File: src/rtl/wr_resp_buf_pkg.sv
// Shared interconnect definitions for the write-response path.
// Holds the ID width, the BRESP encoding and the default outstanding-write limit.
// Pure declarations; no logic and no latency.
package wr_resp_buf_pkg;

  localparam int ID_W          = 4;
  localparam int RESP_W        = 2;
  localparam int DEF_MAX_OUTST = 8;

  typedef enum logic [RESP_W-1:0] {
    RESP_OKAY   = 2'b00,
    RESP_EXOKAY = 2'b01,
    RESP_SLVERR = 2'b10,
    RESP_DECERR = 2'b11
  } bresp_e;

  // One buffered B beat: {bid, bresp}
  typedef struct packed {
    logic [ID_W-1:0]   bid;
    logic [RESP_W-1:0] bresp;
  } b_ent_t;

  // SLVERR and DECERR are the two error responses
  function automatic logic is_err_resp(input logic [RESP_W-1:0] r);
    return (r == RESP_SLVERR) || (r == RESP_DECERR);
  endfunction

endpackage

File: src/rtl/wr_resp_fifo.sv
// Generic first-word-fall-through synchronous FIFO, DEPTH entries of W bits.
// Latency: a write is visible on rd_vld/rd_dat the cycle after it is accepted.
// Backpressure: wr_rdy = !full from registered pointers; no write when full, even with a read.
module wr_resp_fifo
  import wr_resp_buf_pkg::*;
#(
  parameter int DEPTH = 4,
  parameter int W     = $bits(b_ent_t)
) (
  input  logic         aclk,
  input  logic         aresetn,
  input  logic         wr_vld,
  input  logic [W-1:0] wr_dat,
  output logic         wr_rdy,
  output logic         rd_vld,
  output logic [W-1:0] rd_dat,
  input  logic         rd_rdy
);

  localparam int AW = $clog2(DEPTH);

  // Pointers carry one extra wrap bit so full and empty are distinguishable
  logic [AW:0]  wptr;
  logic [AW:0]  rptr;
  logic [W-1:0] mem [DEPTH];
  logic         full;
  logic         empty;
  logic         push;
  logic         pop;

  assign empty  = (wptr == rptr);
  assign full   = (wptr[AW] != rptr[AW]) && (wptr[AW-1:0] == rptr[AW-1:0]);
  assign wr_rdy = !full;
  assign rd_vld = !empty;
  assign push   = wr_vld && !full;
  assign pop    = rd_rdy && !empty;

  // Head entry falls through; forced to zero while empty so reset shows clean outputs
  assign rd_dat = empty ? '0 : mem[rptr[AW-1:0]];

  // Pointer advance; reset discards any buffered beats
  always_ff @(posedge aclk or negedge aresetn) begin
    if (!aresetn) begin
      wptr <= '0;
      rptr <= '0;
    end else begin
      if (push) wptr <= wptr + 1'b1;
      if (pop)  rptr <= rptr + 1'b1;
    end
  end

  // Storage write; contents are left unreset since the pointers gate visibility
  always_ff @(posedge aclk) begin
    if (push) mem[wptr[AW-1:0]] <= wr_dat;
  end

endmodule

File: src/rtl/wr_resp_buf.sv
// Master-side B-response buffer with outstanding-write tracking and sticky error flags.
// Latency: one cycle from an accepted bvalid_s beat to bvalid_m; no combinational bypass.
// Backpressure: bready_s drops when the FIFO is full; aw_block asserts at the outstanding limit.
module wr_resp_buf
  import wr_resp_buf_pkg::*;
#(
  parameter  int DEPTH     = 4,
  parameter  int MAX_OUTST = DEF_MAX_OUTST,
  localparam int CW        = $clog2(MAX_OUTST + 1)
) (
  input  logic              aclk,
  input  logic              aresetn,
  input  logic [ID_W-1:0]   bid_s,
  input  logic [RESP_W-1:0] bresp_s,
  input  logic              bvalid_s,
  output logic              bready_s,
  output logic [ID_W-1:0]   bid_m,
  output logic [RESP_W-1:0] bresp_m,
  output logic              bvalid_m,
  input  logic              bready_m,
  input  logic              aw_fire,
  output logic [CW-1:0]     outst_cnt,
  output logic              aw_block,
  output logic              resp_err,
  output logic              unexp_b
);

  b_ent_t in_ent;
  b_ent_t out_ent;
  logic   pop;

  assign in_ent  = {bid_s, bresp_s};
  assign bid_m   = out_ent.bid;
  assign bresp_m = out_ent.bresp;
  assign pop     = bvalid_m && bready_m;

  wr_resp_fifo #(
    .DEPTH (DEPTH),
    .W     ($bits(b_ent_t))
  ) u_fifo (
    .aclk    (aclk),
    .aresetn (aresetn),
    .wr_vld  (bvalid_s),
    .wr_dat  (in_ent),
    .wr_rdy  (bready_s),
    .rd_vld  (bvalid_m),
    .rd_dat  (out_ent),
    .rd_rdy  (bready_m)
  );

  assign aw_block = (outst_cnt == CW'(MAX_OUTST));

  // Outstanding count: AW and B in the same cycle cancel, even at the limit
  always_ff @(posedge aclk or negedge aresetn) begin
    if (!aresetn) begin
      outst_cnt <= '0;
    end else if (aw_fire && pop) begin
      outst_cnt <= outst_cnt;
    end else if (aw_fire && !aw_block) begin
      outst_cnt <= outst_cnt + 1'b1;
    end else if (pop && (outst_cnt != '0)) begin
      outst_cnt <= outst_cnt - 1'b1;
    end
  end

  // Sticky flags: error response delivered, or a B delivered with nothing outstanding
  always_ff @(posedge aclk or negedge aresetn) begin
    if (!aresetn) begin
      resp_err <= 1'b0;
      unexp_b  <= 1'b0;
    end else begin
      if (pop && is_err_resp(bresp_m))                 resp_err <= 1'b1;
      if (pop && (outst_cnt == '0) && !aw_fire)        unexp_b  <= 1'b1;
    end
  end

endmodule

File: config.mk
export PLATFORM = sky130hd
export DESIGN_NAME = wr_resp_buf
export DESIGN_NICKNAME = d
export VERILOG_FILES = /design/src/rtl/wr_resp_buf_pkg.sv /design/src/rtl/wr_resp_fifo.sv /design/src/rtl/wr_resp_buf.sv
export SDC_FILE = /design/constraint.sdc
export NUM_CORES = 1
export LEC_CHECK = 0
export CAP_MARGIN = 25
export CORE_ASPECT_RATIO = 2
export CORE_MARGIN = 4
export CORE_UTILIZATION = 53
export CTS_CLUSTER_DIAMETER = 60
export CTS_CLUSTER_SIZE = 24
export DETAILED_ROUTE_END_ITERATION = 12
export PLACE_DENSITY = 0.87
export REMOVE_ABC_BUFFERS = 1
export SLEW_MARGIN = 10
export SYNTH_ARGS = -nofsm -noshare
export SYNTH_HDL_FRONTEND = slang
export SYNTH_SLANG_ARGS = --single-unit
File: constraint.sdc
create_clock -name aclk -period 3.4 [get_ports aclk]
set_clock_uncertainty 0.2 [all_clocks]
set_input_delay 0.51 -clock aclk [delete_from_list [all_inputs] [get_ports aclk]]
set_output_delay 0.51 -clock aclk [all_outputs]
set_load 0.1 [all_outputs]
==> metrics, run 1 <==
status=finished clean; Slew @ Worst Pin=963 ps; fill cell count=231; antenna-violating nets left=0; fraction of layout cells with a size suffix above 1=23.2%; Iteration-0 DRC Markers=17; critical path arrival=2780 ps; Synthesis Warnings=0; Buf/Inv on CP=1; Final Util=65.4%; DRC errors left=0; Post-CTS Setup Bufs=0; WP data required=3400 ps; CTS clk-pin slew, worst paths=70 ps; Post-Syn Instances=107; Routed WL per cell=17.1 µm; Placed Cells=161; via count of the first global-routing pass=1,002; P&R area growth vs syn=20.2%; post-synth top area share=42.0%; die area=4270 µm²; Syn Std Cell Area=1720 µm²; Root Driver=clkbuf_8; ant diodes=0; Mean Syn Cell Area=16.1 µm²; WL met1=932 µm; Initial Util=54.4%; CP peak stage delay=520 ps; row cnt=29; clock sink count=36; Crit. End Element=flop; clock latency on the worst-skew pair=280 ps; Vias per Instance=5.76; dpl hpwl=2.20 mm; Max Cap Viol=0; top routing layer in use=met4; Hold Vio Cnt, Final=0; period utilization=81.6%; Slowest-stage cell, CP=nor3_1; CTS tree=built; synth top area cells=edfxtp_1 42%, dfrtp_1 17%, mux4_1 9.2%, ha_1 5.1%, xor2_1 2.5%; final wirelength=2.89 mm; hold slack final=264 ps; # resized after CTS=0; max frequency=360 MHz; EDFF count, synth=24; CP cell instances=nor3_1 -> a21oi_1 -> inv_1 -> ha_1 -> a21o_1 -> a2111oi_0 -> mux2i_1 -> o21ai_0; initial antenna violation count=0; Final Wtd Congestion=0.686; IO buf count=25; Slew Limit Fails=0; Worst setup SP type=flop; Most used DFF post-synth=edfxtp_1; top-count cell post-synth=edfxtp_1; ys async rst share=33.3%; Core Box Area=3160 µm²; number of nets in the layout=156; DR WL met2=1.71 mm; Synth cell types=32; die height=88.5 µm; H-Tree Level Count=2; Tot GR Track Use=15.5%; RSZ-0062 raised after global routing=no; global-route wire length before repair=4.47 mm; Rel. slew slack=35.6%; pin count of the biggest net entering global routing=14; cts-stage hold buffer count=0; Crit path max-delay family=compound AO/OA/AOI/OAI gates; setup TNS=0 ps; total CTS buffers=5; Clock Tree Buf Depth=2; Finish-stage setup viols=0; GRT overflow=0; Worst Hold Class=flop to flop; first drt pass iteration count=4; most common library cells after synthesis=24 x edfxtp_1, 12 x dfrtp_1, 7 x ha_1; crit path time final=2780 ps; DR vias=973; width of the die=48.3 µm; Yosys reg bits=36; register area share after synthesis=59.4%; R2R setup slack=620 ps; largest area contributor in the netlist=edfxtp_1; IO Pins=26; fin cells=169; met3 wire len=156 µm; Crit Path Max Fanout=6; Crit Path Class=flop to flop
path summary, 6_finish.rpt:
| kind | startpoint | to | depth (start not counted) |
|---|---|---|---|
| worst max register to register | outst_cnt[0] | outst_cnt[3] | 8 |
| worst min register to register | resp_err | resp_err | 1 |
| worst min-delay path | resp_err | resp_err | 1 |
| min in group asynchronous | aresetn | outst_cnt[1] | 1 |
| max in group asynchronous | aresetn | unexp_b | 1 |
| worst max-delay path | outst_cnt[0] | outst_cnt[3] | 8 |
worst register-to-register path: stages (launching register included):
cell and delay (ps):
dfrtp_1 480, nor3_1 530, a21oi_1 220, inv_1 160
ha_1 270, a21o_1 200, a2111oi_0 410, mux2i_1 130
o21ai_0 100
per-stage QoR:
| stage | worst slack, ps | cell area [µm²] |
|---|---|---|
| after floorplan | 380 | 1690 |
| after global placement | 582 | 1950 |
| after detailed placement | 455 | 1950 |
| after CTS | 627 | 2060 |
| after global routing | 245 | 2060 |
| final | 624 | 2060 |
cells in the final DEF, fill, tap and decap left out, types with 2 or more instances in the layout:
cell	instances
a21o_1	2
a21oi_1	4
and2_1	5
buf_4	15
clkbuf_8	5
clkdlybuf4s50_1	11
dfrtp_1	12
edfxtp_1	24
ha_1	7
inv_1	6
mux2_4	2
mux4_1	6
nand2_1	2
nor2b_1	6
nor3_1	2
o21ai_0	2
xnor2_1	4
xor2_1	5
layout make-up:
cell class / instances / area, µm² / share of cell area, %
Clock inverter: 3 / 46.3 / 2.24
Multi-Input combinational cell: 62 / 644 / 31.2
Timing Repair Buffer: 26 / 223 / 10.8
Inverter: 6 / 22.5 / 1.09
Sequential cell: 36 / 1020 / 49.5
Clock buffer: 5 / 68.8 / 3.33
Tap cell: 31 / 38.8 / 1.88
flip-flops by register name, summed over array words and instances, names as in the netlist:
signal       count
outst_cnt        4
resp_err         1
u_fifo.mem      24
u_fifo.rptr      3
u_fifo.wptr      3
unexp_b          1
layer usage:
layer,global-route usage [%],vias to the layer above
met2,27.7,25
met4,10.0,0
met5,0,-
li1,-,459
met3,4.07,7
met1,13.6,482
logic make-up (layout without fill, tap and decap cells):
| family | count (synthesis) | after routing | share of synthesized area (%) |
|---|---|---|---|
| fa+ha+maj | 8 | 8 | 6.26 |
| buf+inv | 9 | 40 | 3.06 |
| flops | 36 | 36 | 59.4 |
| simple gates | 19 | 19 | 6.48 |
| xor+xnor | 10 | 10 | 5.54 |
| mux | 11 | 11 | 13.5 |
| compound gates | 14 | 14 | 5.75 |
Power of run 1 is left out: the tool's default activity adds up to more than one toggle a clock period on the data nets, which glitch-free logic cannot reach.
==> inputs of run 2 (changes only) <==
--- a/config.mk
+++ b/config.mk
@@ -8,11 +8,11 @@
 export CAP_MARGIN = 25
 export CORE_ASPECT_RATIO = 2
 export CORE_MARGIN = 4
-export CORE_UTILIZATION = 53
+export CORE_UTILIZATION = 48
 export CTS_CLUSTER_DIAMETER = 60
 export CTS_CLUSTER_SIZE = 24
 export DETAILED_ROUTE_END_ITERATION = 12
-export PLACE_DENSITY = 0.87
+export PLACE_DENSITY = 0.83
 export REMOVE_ABC_BUFFERS = 1
 export SLEW_MARGIN = 10
 export SYNTH_ARGS = -nofsm -noshare
==> constraint.sdc (replaced) <==
create_clock -name aclk -period 2.2 [get_ports aclk]
set_clock_uncertainty 0.2 [all_clocks]
set_input_delay 0.33 -clock aclk [delete_from_list [all_inputs] [get_ports aclk]]
set_output_delay 0.33 -clock aclk [all_outputs]
set_load 0.1 [all_outputs]
==> metrics, run 2 (synthesis results as in run 1) <==
setup TNS=-42.9 ps (-42.9 ps); CP peak stage delay=520 ps (about the same); clock sink count=36 (unchanged); RSZ-0062 raised after global routing=yes; total CTS buffers=5 (unchanged); initial antenna violation count=0 (unchanged); Tot GR Track Use=15.2% (-0.26 points); Slew @ Worst Pin=573 ps (-390 ps); width of the die=50.3 µm (+4.2%); H-Tree Level Count=2 (unchanged); Critical Path Source=u_fifo.rptr[0]; Root Driver=clkbuf_8; Placed Cells=191 (+19%); number of nets in the layout=172 (+10%); Worst Hold Class=input port to async pin; P&R area growth vs syn=41.1%; max frequency=450 MHz; Finish-stage setup viols=3 (+3); row cnt=30 (+3.4%); Reg2Reg Depth=5 (-3); Final Util=71.0% (+5.6 points); Crit Path Class=flop to output pin; Seq. cell area=1020 µm² (unchanged); Slowest-stage cell, CP=mux4_2; WP data required=1670 ps (-1730 ps); CP cell instances=buf_6 -> mux4_2 -> nor2b_4 -> buf_12; Rel. slew slack=61.7% (+26 points); R2R setup slack=130 ps (-490 ps); commonest non-fill, non-tap cell in the layout=edfxtp_1; max reg flops=24 (unchanged); Worst setup SP type=flop; Final Wtd Congestion=0.780 (+14%); Slew Limit Fails=0 (unchanged); die area=4660 µm² (+9.1%); first drt pass iteration count=4 (unchanged); antenna-violating nets left=0 (unchanged); r2r startpoint=u_fifo.wptr[1]; failing checks=negative setup slack; CTS clk-pin slew, worst paths=70 ps (about the same); Iteration-0 DRC Markers=17 (unchanged); fraction of layout cells with a size suffix above 1=44.8% (+22 points); IO Pins=26 (unchanged); GRT overflow=0 (unchanged); pin count of the biggest net entering global routing=14 (unchanged); Multi-input gate area=747 µm² (+16%); DR vias=1,046 (+7.5%); final wirelength=3.29 mm (+14%); pre-CTS setup slack=-310 ps (-765 ps); Clock Tree Buf Depth=2 (unchanged); Initial Util=50.3% (-4.1 points); ant diodes=0 (unchanged); crit path time final=2220 ps; Core Box Area=3420 µm² (+8.2%); Final WS setup=-23.0 ps (-647 ps); Routed WL per cell=16.3 µm (-4.6%); terminus of the critical flop-to-flop path=outst_cnt[2]; fill cell count=226 (-2.2%); status=finished with violations; CTS tree=built; global-route wire length before repair=5.22 mm (+17%); Crit. End Element=output pin; cts-stage hold buffer count=0 (unchanged); fin cells=202 (+20%); Hold Vio Cnt, Final=0 (unchanged); IO buf count=25 (unchanged); most frequent cells in the layout=24 x edfxtp_1, 18 x buf_4, 12 x dfrtp_1, 10 x clkdlybuf4s50_1, 10 x buf_12; DRC errors left=0 (unchanged); Crit Path Max Fanout=5 (-1); dpl hpwl=2.42 mm (+10%); die height=92.6 µm (+4.6%); clock latency on the worst-skew pair=280 ps (about the same); period utilization=101%; Vias per Instance=5.18 (-10%); Max Cap Viol=0 (unchanged); via count of the first global-routing pass=1,107 (+10%); critical path arrival=1690 ps (-1090 ps)
[run 2: final cells by class]
type / instances / share of cell area (%)
clock inverter: 3 / 0.981
multi-input combinational: 62 / 30.8
timing repair buffer: 42 / 19.8
clock buffer: 5 / 2.84
sequential: 36 / 42.1
inverter: 6 / 0.929
tap: 48 / 2.48
[run 2: metal layers]
layer	share of wire [%]	vias up	wire length (µm)	global-route usage, %
li1	-	485	-	-
met1	35	517	1140	15.7
met2	59	34	1940	27.2
met3	3.2	10	107	3.22
met4	3.2	0	104	9.21
met5	0	-	0	0
[run 2: through the flow]
stage / hold WS, ps / cell area (µm²)
2_1_floorplan: -166 / 1690
3_3_place_gp: 243 / 2180
3_5_place_dp: 253 / 2180
4_1_cts: 219 / 2370
5_1_grt: 261 / 2420
6_report: 210 / 2420
[run 2: how the worst max path moves through the flow]
stage | endpoint | slack (ps) | depth (start not counted)
floorplan | outst_cnt[3] | -780 | 8
global placement | outst_cnt[3] | -180 | 9
detailed placement | outst_cnt[3] | -310 | 9
CTS | bid_m[2] | -30 | 4
global route | bid_m[2] | -80 | 4
finish | bid_m[2] | -20 | 4
[run 2: repair_timing]
item                                    CTS  global route
pin swaps                                 1             3
resized for setup                        28             9
endpoints found under the setup margin    9             9
setup buffers                             2             1
[run 2: critical path, delay by kind of cell, from the launching register on]
family        cells  cell delay [ps]
mux               1              520
flops             1              420
buf+inv           2              310
simple gates      1              150
Power of run 2 is left out for the same reason.
==> inputs of run 3 (changes only) <==
--- a/config.mk
+++ b/config.mk
@@ -12,7 +12,7 @@
 export CTS_CLUSTER_DIAMETER = 60
 export CTS_CLUSTER_SIZE = 24
 export DETAILED_ROUTE_END_ITERATION = 12
-export PLACE_DENSITY = 0.83
+export PLACE_DENSITY = 0.73
 export REMOVE_ABC_BUFFERS = 1
 export SLEW_MARGIN = 10
 export SYNTH_ARGS = -nofsm -noshare
==> constraint.sdc (replaced) <==
create_clock -name aclk -period 2.2 [get_ports aclk]
set_clock_uncertainty 0.2 [all_clocks]
set_input_delay 0.33 -clock aclk [delete_from_list [all_inputs] [get_ports aclk]]
set_output_delay 0.33 -clock aclk [all_outputs]
set_load 0.02 [all_outputs]
==> metrics, run 3 (synthesis results as in run 1) <==
status=finished with violations; Worst setup SP type=flop; period utilization=101% (+0.15 points); row cnt=30 (unchanged); crit path time final=2230 ps (+3.24 ps); pin count of the biggest net entering global routing=13 (-1); number of nets in the layout=180 (+4.7%); Iteration-0 DRC Markers=15 (-2); clock latency on the worst-skew pair=290 ps (about the same); die height=92.6 µm (unchanged); Slew Limit Fails=0 (unchanged); antenna-violating nets left=0 (unchanged); cts-stage hold buffer count=0 (unchanged); P_sw=1.44 mW; die area=4660 µm² (unchanged); hold slack final=210 ps (-0.259 ps); Finish-stage setup viols=5 (+2); WP data required=1670 ps (about the same); Tot GR Track Use=16.2% (+0.96 points); DRC errors left=0 (unchanged); Crit Path Max Fanout=5 (unchanged); Hold Vio Cnt, Final=0 (unchanged); P_int=2.43 mW; max frequency=449 MHz (-0.15%); Clk pwr share=12.0%; switching share of power=37.3%; global-route wire length before repair=5.48 mm (+4.9%); Critical Path Source=u_fifo.rptr[0]; CTS clk-pin slew, worst paths=70 ps (about the same); P&R area growth vs syn=37.4%; Core Box Area=3420 µm² (unchanged); Max Cap Viol=0 (unchanged); Clock Tree Buf Depth=2 (unchanged); RSZ-0062 raised after global routing=yes; Vias per Instance=5.04 (-2.6%); Crit Path Class=flop to output pin; failing checks=negative setup slack; initial antenna violation count=0 (unchanged); H-Tree Level Count=2 (unchanged); fraction of layout cells with a size suffix above 1=38.9% (-5.9 points); P_leak=0.942 nW; dpl hpwl=2.44 mm (+0.84%); ant diodes=0 (unchanged); DR vias=1,059 (+1.2%); Logic pwr share=59.8%; fin area=2360 µm² (-2.6%); Reg2Reg Depth=6 (+1); Final WS setup=-26.2 ps (-3.24 ps); Sequential Power Share=28.2%; Cell Pwr Density=1640 nW/µm²; R2R setup slack=40 ps (-90 ps); total CTS buffers=5 (unchanged); GRT overflow=0 (unchanged); IO buf count=25 (unchanged); first drt pass iteration count=2 (-2); Crit. End Element=output pin; CP endpoint=bresp_m[0]; final wirelength=3.44 mm (+4.3%); most frequent cells in the layout=25 x buf_4, 24 x edfxtp_1, 16 x clkdlybuf4s50_1, 11 x dfrtp_1; CTS tree=built; Rel. slew slack=60.9% (-0.82 points); dpl cell area=2150 µm² (-1.1%); r2r startpoint=u_fifo.rptr[0]; commonest non-fill, non-tap cell in the layout=buf_4; terminus of the critical flop-to-flop path=outst_cnt[2]; Root Driver=clkbuf_8; Routed WL per cell=16.4 µm (+0.37%); clock sink count=36 (unchanged); Final Wtd Congestion=0.751 (-3.7%); Initial Util=50.3% (unchanged); max reg flops=24 (unchanged); via count of the first global-routing pass=1,137 (+2.7%); worst vdd ir=0.880 mV; Slew @ Worst Pin=585 ps (+12.2 ps); critical path arrival=1700 ps (about the same); Worst Hold Class=input port to async pin; width of the die=50.3 µm (unchanged); IO Pins=26 (unchanged)
[run 3: worst max-delay path, cell delays in order (launching register included)]
cell and delay [ps]:
dfrtp_2 440, buf_4 170, xor2_4 160, nor3_4 260, buf_6 180, nor2b_1 60
buf_4 150
[run 3: worst min-delay path by stage]
stage / slack [ps] / startpoint / cells past startpoint / to
6_report: 210 / aresetn / 1 / resp_err
5_1_grt: 240 / aresetn / 1 / resp_err
4_1_cts: 220 / aresetn / 1 / resp_err
3_5_place_dp: 250 / resp_err / 1 / resp_err
3_3_place_gp: 240 / resp_err / 1 / resp_err
2_1_floorplan: -170 / aresetn / 0 / outst_cnt[0]
[run 3: metal layers]
layer / track usage, % / share of wire [%]
met5: 0 / 0
met4: 8.99 / 2.2
met3: 5.15 / 4.0
met2: 29.5 / 61
met1: 15.3 / 33
[run 3: layout make-up]
class / instances / area (µm²)
flip-flops and latches: 36 / 1020
fillers: 245 / 1050
clock buffers: 8 / 90.1
repair buffers: 50 / 452
well taps: 48 / 60.1
inverters: 6 / 22.5
multi-input cells: 62 / 714
[run 3: repair_timing]
item	in CTS	in global routing
endpoints found under the setup margin	10	9
pin swaps	2	2
buffers inserted	5	1
resized for setup	43	22
[run 3: through the flow]
step                TNS [ps]  total power [mW]  util (%)  setup WS, ps  std cells
global route            -504              4.11      69.1         -90.3        210
finish                 -86.0              3.87      69.1         -26.2        210
global placement       -2640              2.98      63.0          -320        196
floorplan               -345              2.15         -          -275        104
CTS                     -434              3.66      66.8         -81.4        209
detailed placement     -3010              3.05      63.0          -347        196
[run 3: power by group through the flow]
stage          Sequential (mW)  Clock, mW  Combinational [mW]
3_5_place_dp              1.08          0                1.97
4_1_cts                   1.08      0.479                2.11
6_report                  1.09      0.465                2.31
3_3_place_gp              1.07          0                1.91
2_1_floorplan             1.17          0               0.977
5_1_grt                   1.11      0.519                2.48
(Power assumes the default switching activity.)
